===== src/rtl/alu_arbiter.sv =====
`default_nettype none
//============================================================================
// Module   : alu_arbiter
// Purpose  : Two-requester round-robin front end for a 16-bit combinational
//            ALU. Grants one operation at a time and holds the winner's
//            operands on the ALU inputs. The ALU result is registered and
//            returned, tagged with the requester ID, over a valid/ready
//            response channel. Completions are counted per requester.
// Ports    : clk, rst_n             - clock, async active-low reset
//            req_valid/req_ready    - per-requester request handshake
//            req_a*/req_b*/req_cin/req_opc* - per-requester operation
//            alu_a/alu_b/alu_cin/alu_opc    - to external ALU
//            alu_w/alu_zer/alu_neg          - from external ALU
//            resp_valid/resp_ready/resp_*   - response channel
//            done_cnt0/done_cnt1    - wrapping completion counters
// Revision : 1.0 - initial release
//============================================================================
module alu_arbiter #(
    parameter int W  = 16,
    parameter int CW = 8
) (
    input  logic          clk,
    input  logic          rst_n,
    input  logic [1:0]    req_valid,
    output logic [1:0]    req_ready,
    input  logic [W-1:0]  req_a0,
    input  logic [W-1:0]  req_b0,
    input  logic [W-1:0]  req_a1,
    input  logic [W-1:0]  req_b1,
    input  logic [1:0]    req_cin,
    input  logic [2:0]    req_opc0,
    input  logic [2:0]    req_opc1,
    output logic [W-1:0]  alu_a,
    output logic [W-1:0]  alu_b,
    output logic          alu_cin,
    output logic [2:0]    alu_opc,
    input  logic [W-1:0]  alu_w,
    input  logic          alu_zer,
    input  logic          alu_neg,
    output logic          resp_valid,
    input  logic          resp_ready,
    output logic [W-1:0]  resp_data,
    output logic          resp_zer,
    output logic          resp_neg,
    output logic          resp_id,
    output logic [CW-1:0] done_cnt0,
    output logic [CW-1:0] done_cnt1
);

    typedef enum logic [1:0] {
        S_IDLE = 2'd0,
        S_EXEC = 2'd1,
        S_RESP = 2'd2
    } state_t;

    state_t        r_state;
    state_t        w_nextState;

    logic          r_lastGrant;
    logic          r_id;
    logic [W-1:0]  r_a;
    logic [W-1:0]  r_b;
    logic          r_cin;
    logic [2:0]    r_opc;
    logic [W-1:0]  r_data;
    logic          r_zer;
    logic          r_neg;
    logic [CW-1:0] r_cnt0;
    logic [CW-1:0] r_cnt1;

    logic          w_grant;
    logic          w_grantId;
    logic          w_respFire;

    // Winner selection: a lone requester always wins; on a tie the
    // requester that was not granted last takes its turn.
    always_comb begin
        w_grantId = 1'b0;
        case (req_valid)
            2'b01:   w_grantId = 1'b0;
            2'b10:   w_grantId = 1'b1;
            2'b11:   w_grantId = ~r_lastGrant;
            default: w_grantId = 1'b0;
        endcase
    end

    // rst_n is folded in so req_ready stays low for the whole time reset
    // is held, even while requesters keep their valid bits asserted.
    assign w_grant    = (r_state == S_IDLE) && (|req_valid) && rst_n;
    assign w_respFire = (r_state == S_RESP) && resp_ready;

    assign req_ready  = w_grant ? (w_grantId ? 2'b10 : 2'b01) : 2'b00;

    always_comb begin
        w_nextState = r_state;
        case (r_state)
            S_IDLE:  if (|req_valid) w_nextState = S_EXEC;
            S_EXEC:  w_nextState = S_RESP;
            S_RESP:  if (resp_ready) w_nextState = S_IDLE;
            default: w_nextState = S_IDLE;
        endcase
    end

    always_ff @(posedge clk or negedge rst_n) begin
        if (!rst_n) begin
            r_state <= S_IDLE;
        end else begin
            r_state <= w_nextState;
        end
    end

    // Operand registers: loaded only on a grant, so the ALU inputs stay
    // stable through EXEC and RESP until the next grant.
    always_ff @(posedge clk or negedge rst_n) begin
        if (!rst_n) begin
            r_lastGrant <= 1'b1;
            r_id        <= 1'b0;
            r_a         <= '0;
            r_b         <= '0;
            r_cin       <= 1'b0;
            r_opc       <= 3'd0;
        end else if (w_grant) begin
            r_lastGrant <= w_grantId;
            r_id        <= w_grantId;
            r_a         <= w_grantId ? req_a1   : req_a0;
            r_b         <= w_grantId ? req_b1   : req_b0;
            r_cin       <= req_cin[w_grantId];
            r_opc       <= w_grantId ? req_opc1 : req_opc0;
        end
    end

    // Result capture at the end of the single EXEC cycle.
    always_ff @(posedge clk or negedge rst_n) begin
        if (!rst_n) begin
            r_data <= '0;
            r_zer  <= 1'b0;
            r_neg  <= 1'b0;
        end else if (r_state == S_EXEC) begin
            r_data <= alu_w;
            r_zer  <= alu_zer;
            r_neg  <= alu_neg;
        end
    end

    // Completion counters wrap naturally at 2^CW.
    always_ff @(posedge clk or negedge rst_n) begin
        if (!rst_n) begin
            r_cnt0 <= '0;
            r_cnt1 <= '0;
        end else if (w_respFire) begin
            if (r_id) begin
                r_cnt1 <= r_cnt1 + 1'b1;
            end else begin
                r_cnt0 <= r_cnt0 + 1'b1;
            end
        end
    end

    assign alu_a      = r_a;
    assign alu_b      = r_b;
    assign alu_cin    = r_cin;
    assign alu_opc    = r_opc;

    assign resp_valid = (r_state == S_RESP);
    assign resp_data  = r_data;
    assign resp_zer   = r_zer;
    assign resp_neg   = r_neg;
    assign resp_id    = r_id;

    assign done_cnt0  = r_cnt0;
    assign done_cnt1  = r_cnt1;

endmodule
`default_nettype wire


===== config.mk =====
export PLATFORM = sky130hd
export DESIGN_NAME = alu_arbiter
export DESIGN_NICKNAME = d
export VERILOG_FILES = /design/src/rtl/alu_arbiter.sv
export SDC_FILE = /design/constraint.sdc
export NUM_CORES = 1
export LEC_CHECK = 0
export CAP_MARGIN = 25
export CORE_ASPECT_RATIO = 1.5
export CORE_UTILIZATION = 36
export CTS_BUF_LIST = sky130_fd_sc_hd__clkbuf_8 sky130_fd_sc_hd__clkbuf_16
export DETAILED_ROUTE_END_ITERATION = 6
export HOLD_SLACK_MARGIN = 0.05
export PLACE_DENSITY = 0.78
export SKIP_LAST_GASP = 1
export SLEW_MARGIN = 20
export SYNTH_ARGS = -nofsm -noshare
export SYNTH_HDL_FRONTEND = slang
export SYNTH_SLANG_ARGS = --single-unit

===== constraint.sdc =====
create_clock -name clk -period 1.4 [get_ports clk]
set_input_delay 0.21 -clock clk [delete_from_list [all_inputs] [get_ports clk]]
set_output_delay 0.21 -clock clk [all_outputs]
set_load 0.005 [all_outputs]

=== Word-level counts from Yosys, hierarchy flattened ===
Cells that the tools add are included.

* Add/sub/neg operators: 2
* Magnitude comparators: 1
* Equality and inequality tests: 6
* Muxes and demuxes: 11
* Bitwise operators: 2
* Reduce and logical (&&, ||, !) cells: 8

{| class="wikitable"
|+ Operators with widths
! kind !! count
|-
| 16-bit 2-to-1 mux || 2
|-
| 8-bit by 1-bit adder with 8-bit output, second input constant || 2
|-
| 2-bit 2-to-1 mux || 4
|-
| 2-bit equality test, second input constant || 3
|-
| 2-bit case mux with 3 select lines || 1
|-
| 2-bit AND reduction || 3
|-
| 2-bit by 1-bit != test with 1-bit output, second input constant || 2
|-
| 1-bit logical AND || 3
|-
| 3-bit 2-to-1 mux || 1
|-
| 2-bit by 1-bit equality test with 1-bit output, second input constant || 1
|-
| 2-bit logical NOT || 1
|-
| 1-bit by 2-bit less-than comparator with 1-bit output, second input constant || 1
|-
| 1-bit 2-to-1 mux || 2
|-
| 1-bit inverter || 2
|-
| 1-bit case mux with 2 select lines || 1
|-
| 2-bit OR reduction || 1
|}

* Bits in registers: 74
* Output and inout port bits: 74

=== Longest topological paths before layout ===
* Depth in word-level cells: 4
* Mapped depth: 5
* Mapped depth without buffers: 4

=== Worst setup path after synthesis ===
OpenSTA, ideal clock, no wires.

* Path type: register to register
* From: reg r_state[0]
* To: reg r_a[6], in the netlist alu_a[6]
* Setup time: 0.126 ns
* Arrival time: 1.472 ns
* Data required time: 1.274 ns
* Slack: -0.198 ns
* Stages on the path, launching flop included: 6
* Buffers on the path: 2
* Period minus slack after synthesis: 1.598 ns
* Cells stage by stage: dfrtp_1 -> or3b_1 -> buf_6 -> buf_8 -> o21a_1 -> a221o_1

* Word-level cells in the longest chain between the ends: 3

{| class="wikitable"
|+ Ends and longest elaborated chain
! item !! RTL line !! text
|-
| from (decl) || 56 || <nowiki>state_t r_state;</nowiki>
|-
| from (signal assigned) || 108 || <nowiki>r_state <= w_nextState;</nowiki>
|-
| 2-bit logical NOT || 89 || <nowiki>assign w_grant = (r_state == S_IDLE) && (|req_valid) && rst_n;</nowiki>
|-
| 1-bit logical AND (2 in a row) || 89 ||
|-
| to (signal assigned) || 125 || <nowiki>r_a <= w_grantId ? req_a1 : req_a0;</nowiki>
|-
| to (decl) || 61 || <nowiki>logic [W-1:0] r_a;</nowiki>
|}

No other way between the ends.
A chain may end at the register's enable or synchronous reset.

=== Final worst setup path ===
* From: reg r_state[0]
* To: reg r_cin, in the netlist alu_cin

* Word-level cells in the longest chain between the ends: 3

{| class="wikitable"
|+ Ends and longest elaborated chain
! item !! RTL line !! text
|-
| 2-bit logical NOT || 89 ||
|-
| 1-bit logical AND (2 in a row) || 89 ||
|-
| to (signal assigned) || 127 || <nowiki>r_cin <= req_cin[w_grantId];</nowiki>
|-
| to (decl) || 63 || <nowiki>logic r_cin;</nowiki>
|}

No other way between the ends.

==> metrics.yaml <==
floorplanning:
  fp.dieW_um: 79.0
  core-area_um2: 8520
  start_util_pct: 37.6
  dieArea_um2: 9270
  row_count: 41
  num_io_pins: 169
  fp.dieH_um: 117
power_and_ir_drop:
  cellLeakagePower_nw: 2.97
  vdd_ir_drop_max_v: 0.00105
  power_density_nw_per_um2: 1890
  total_power_mw: 11.0
synthesis:
  synth_compound_gate_area_share_pct: 20.3
  synth_area_leaders: "dfrtp_1 57%, a221o_1 11%, o21a_1 8.9%"
  synth_seq_cells: 74
  synth_mux_area_share_pct: 6.69
  ys_warn_count: 0
  avgSynthCellArea_um2: 13.3
  synth_top_cell_area_share_pct: 57.1
  yosysSeqAreaShare_pct: 57.9
  synth_xor_area_share_pct: 3.83
  netlist_area_um2: 3200
  yosys.area_share.adder_pct: 0.782
  synth-simple-area-share_pct: 6.30
  netlist_instances: 240
  synth_top_family_by_area: "compound AO/OA/AOI/OAI gates"
  synth_top_area_cell: "dfrtp_1"
  syn_nets: 337
  yosysUniqueCellTypes: 31
critical_path:
  required_ns: 1.61
  arrival_ns: 1.90
  worst-path-max-fanout: 18
  crit_path_start: "r_state[0]"
  r2r_cells: 5
  r2r_setup_slack_ns: -0.29
  endpoint: "alu_cin"
  worst-setup-path-type: "register to register"
  start_kind: "register"
  endpoint_kind: "register"
  r2r_start: "r_state[0]"
  r2r_end: "alu_cin"
status:
  outcome: "complete, but fails checks"
  violations: "negative setup slack"
clock_tree:
  cts_tree: "built"
  clk_pin_slew_ns: 0.06
  clock-sinks: 74
  clk_latency_ns: 0.33
  cts-root-buf: "clkbuf_16"
  htree_levels: 3
  cts_buffers: 9
  clk_path_buf_depth: 2
placed_design:
  gp_congestion: 0.783
  io_buffer_count: 168
  dp.cells: 511
  place_ws_ns: -0.414
  dpl.hpwl_um: 6180
  post_dp_cell_area_um2: 5040
timing:
  drv_slew: 0
  setup_viol: 65
  holdWs_ns: 0.0846
  fmax_mhz: 593
  rsz0062_at_grt: "yes"
  setup_tns_ns: -11.74
  period_needed_ns: 1.69
  worst_pin_slew_ns: 0.878
  setup_ws_ns: -0.285
  hold_violations: 0
  slew_headroom_pct: 41.5
  fin_worst_skew_ns: 0.00460
  min_period_over_period_pct: 120
grt:
  grt_max_degree: 72
  grt_usage_pct: 20.0
  grt_overflow: 0
  grt_pass1_wl_um: 14400
  grt_pass1_vias: 2979
  grt_antenna_before_repair: 0
cells_and_area:
  diodes: 0
  regArea_um2: 1850
  drive_gt1_share_pct: 21.6
  multi_input_area_um2: 1350
  fin_cells: 561
  post-route-util_pct: 68.3
  area_growth_pct: 81.9
  nets: 546
  stdcell_area_um2: 5820
  fillers: 677
hold_path:
  min-delay-path-class: "primary input to async pin"
drt:
  viasPerCell: 5.10
  drc: 0
  num_vias: 2861
  wire_per_inst_um: 17.1
  ant_nets: 0
  firstDrtPassIters: 4
  routed_wl_um: 9590
  initialDrtViolationCount: 140
job:
  cap_violations: 0
==> repair_timing <==
item | in CTS | in global routing
hold endpoints to repair | 3 | 0
cloned | 0 | 4
pin swaps | 5 | 9
setup buffers | 23 | 6
resized for setup | 67 | 51
setup endpoints to repair | 99 | 98
hold buffers | 1 | 0
==> cells in the mapped netlist <==
library cell,count
dfrtp_1,73
o21a_1,38
a221o_1,36
mux2_2,19
xnor2_1,10
buf_2,9
nand2_1,9
clkbuf_1,5
nand4_1,5
xor2_1,4
and3_1,3
buf_8,3
nor2_1,3
nor3_1,3
ha_1,2
inv_1,2
nand3_1,2
and4b_1,1
and4bb_2,1
buf_6,1
dfstp_2,1
inv_2,1
nand2b_1,1
nand3b_1,1
nand4b_1,1
nor2b_1,1
nor3b_1,1
nor4_1,1
o21ai_0,1
or2b_1,1
or3b_1,1
==> metal layers <==
layer	vias up	wire, um	track usage, %
met1	1401	3650	22.2
met4	0	211	8.64
li1	1322	-	-
met3	17	585	5.76
met2	121	5140	34.9
met5	-	0	0
==> worst max-delay path, cell delays in order (launching register included) <==
cell       delay, ns
dfrtp_1         0.40
buf_6           0.13
or3b_4          0.40
clkbuf_16       0.20
o21a_1          0.17
a221o_1         0.26
==> registers in the layout, summed over array words and instances (netlist names) <==
| name | flops |
|---|---|
| alu_b | 16 |
| resp_data | 16 |
| done_cnt0 | 8 |
| r_state | 2 |
| alu_cin | 1 |
| r_lastGrant | 1 |
| resp_neg | 1 |
| resp_id | 1 |
| alu_opc | 3 |
| resp_zer | 1 |
| done_cnt1 | 8 |
| alu_a | 16 |
==> where the power goes <==
part / internal [mW] / total, mW / leakage [nW] / switching [mW]
logic: 3.25 / 5.00 / 1.90 / 1.75
registers: 3.07 / 3.59 / 0.914 / 0.523
clock network: 1.59 / 2.43 / 0.160 / 0.838
==> placed cells by master (no fill, tap or decap), drive strengths merged, types with 2 or more instances in the layout <==
| cell | instances |
|---|---|
| and3 | 3 |
| nand2 | 9 |
| a221o | 36 |
| buf | 47 |
| ha | 2 |
| bufinv | 2 |
| o21a | 38 |
| dlymetal6s2s | 25 |
| clkinv | 2 |
| xnor2 | 10 |
| dfrtp | 73 |
| nor2 | 3 |
| clkdlybuf4s50 | 93 |
| clkbuf | 13 |
| dlygate4sd2 | 46 |
| nor3 | 3 |
| mux2 | 19 |
| nand3 | 2 |
| nand4 | 5 |
| xor2 | 4 |
| inv | 4 |
==> final cells by class <==
| cell class | instances | share of cell area, % |
|---|---|---|
| multi-input cells | 145 | 23.1 |
| clock inverters | 6 | 1.40 |
| inverters | 3 | 0.194 |
| well taps | 107 | 2.30 |
| flip-flops and latches | 74 | 31.8 |
| repair buffers | 216 | 37.0 |
| clock buffers | 10 | 4.11 |
==> worst min-delay path by stage <==
stage | from | end | slack [ns]
2_1_floorplan | rst_n | alu_a[0] | -0.09
3_3_place_gp | rst_n | r_state[0] | 0.12
3_5_place_dp | rst_n | r_state[0] | 0.12
4_1_cts | rst_n | r_state[1] | 0.15
5_1_grt | rst_n | r_state[1] | 0.18
6_report | rst_n | resp_data[9] | 0.08
==> kinds of logic (layout without fill, tap and decap cells) <==
family | Yosys count | in the layout
DFF | 74 | 74
and+or+nand+nor | 35 | 35
adders and majority gates | 2 | 2
xor gates and xnor gates | 14 | 14
AOI/OAI and AO/OA | 75 | 75
muxes | 19 | 19
buffers and inverters | 21 | 235
Note: power is estimated with default switching activity, not from simulation.
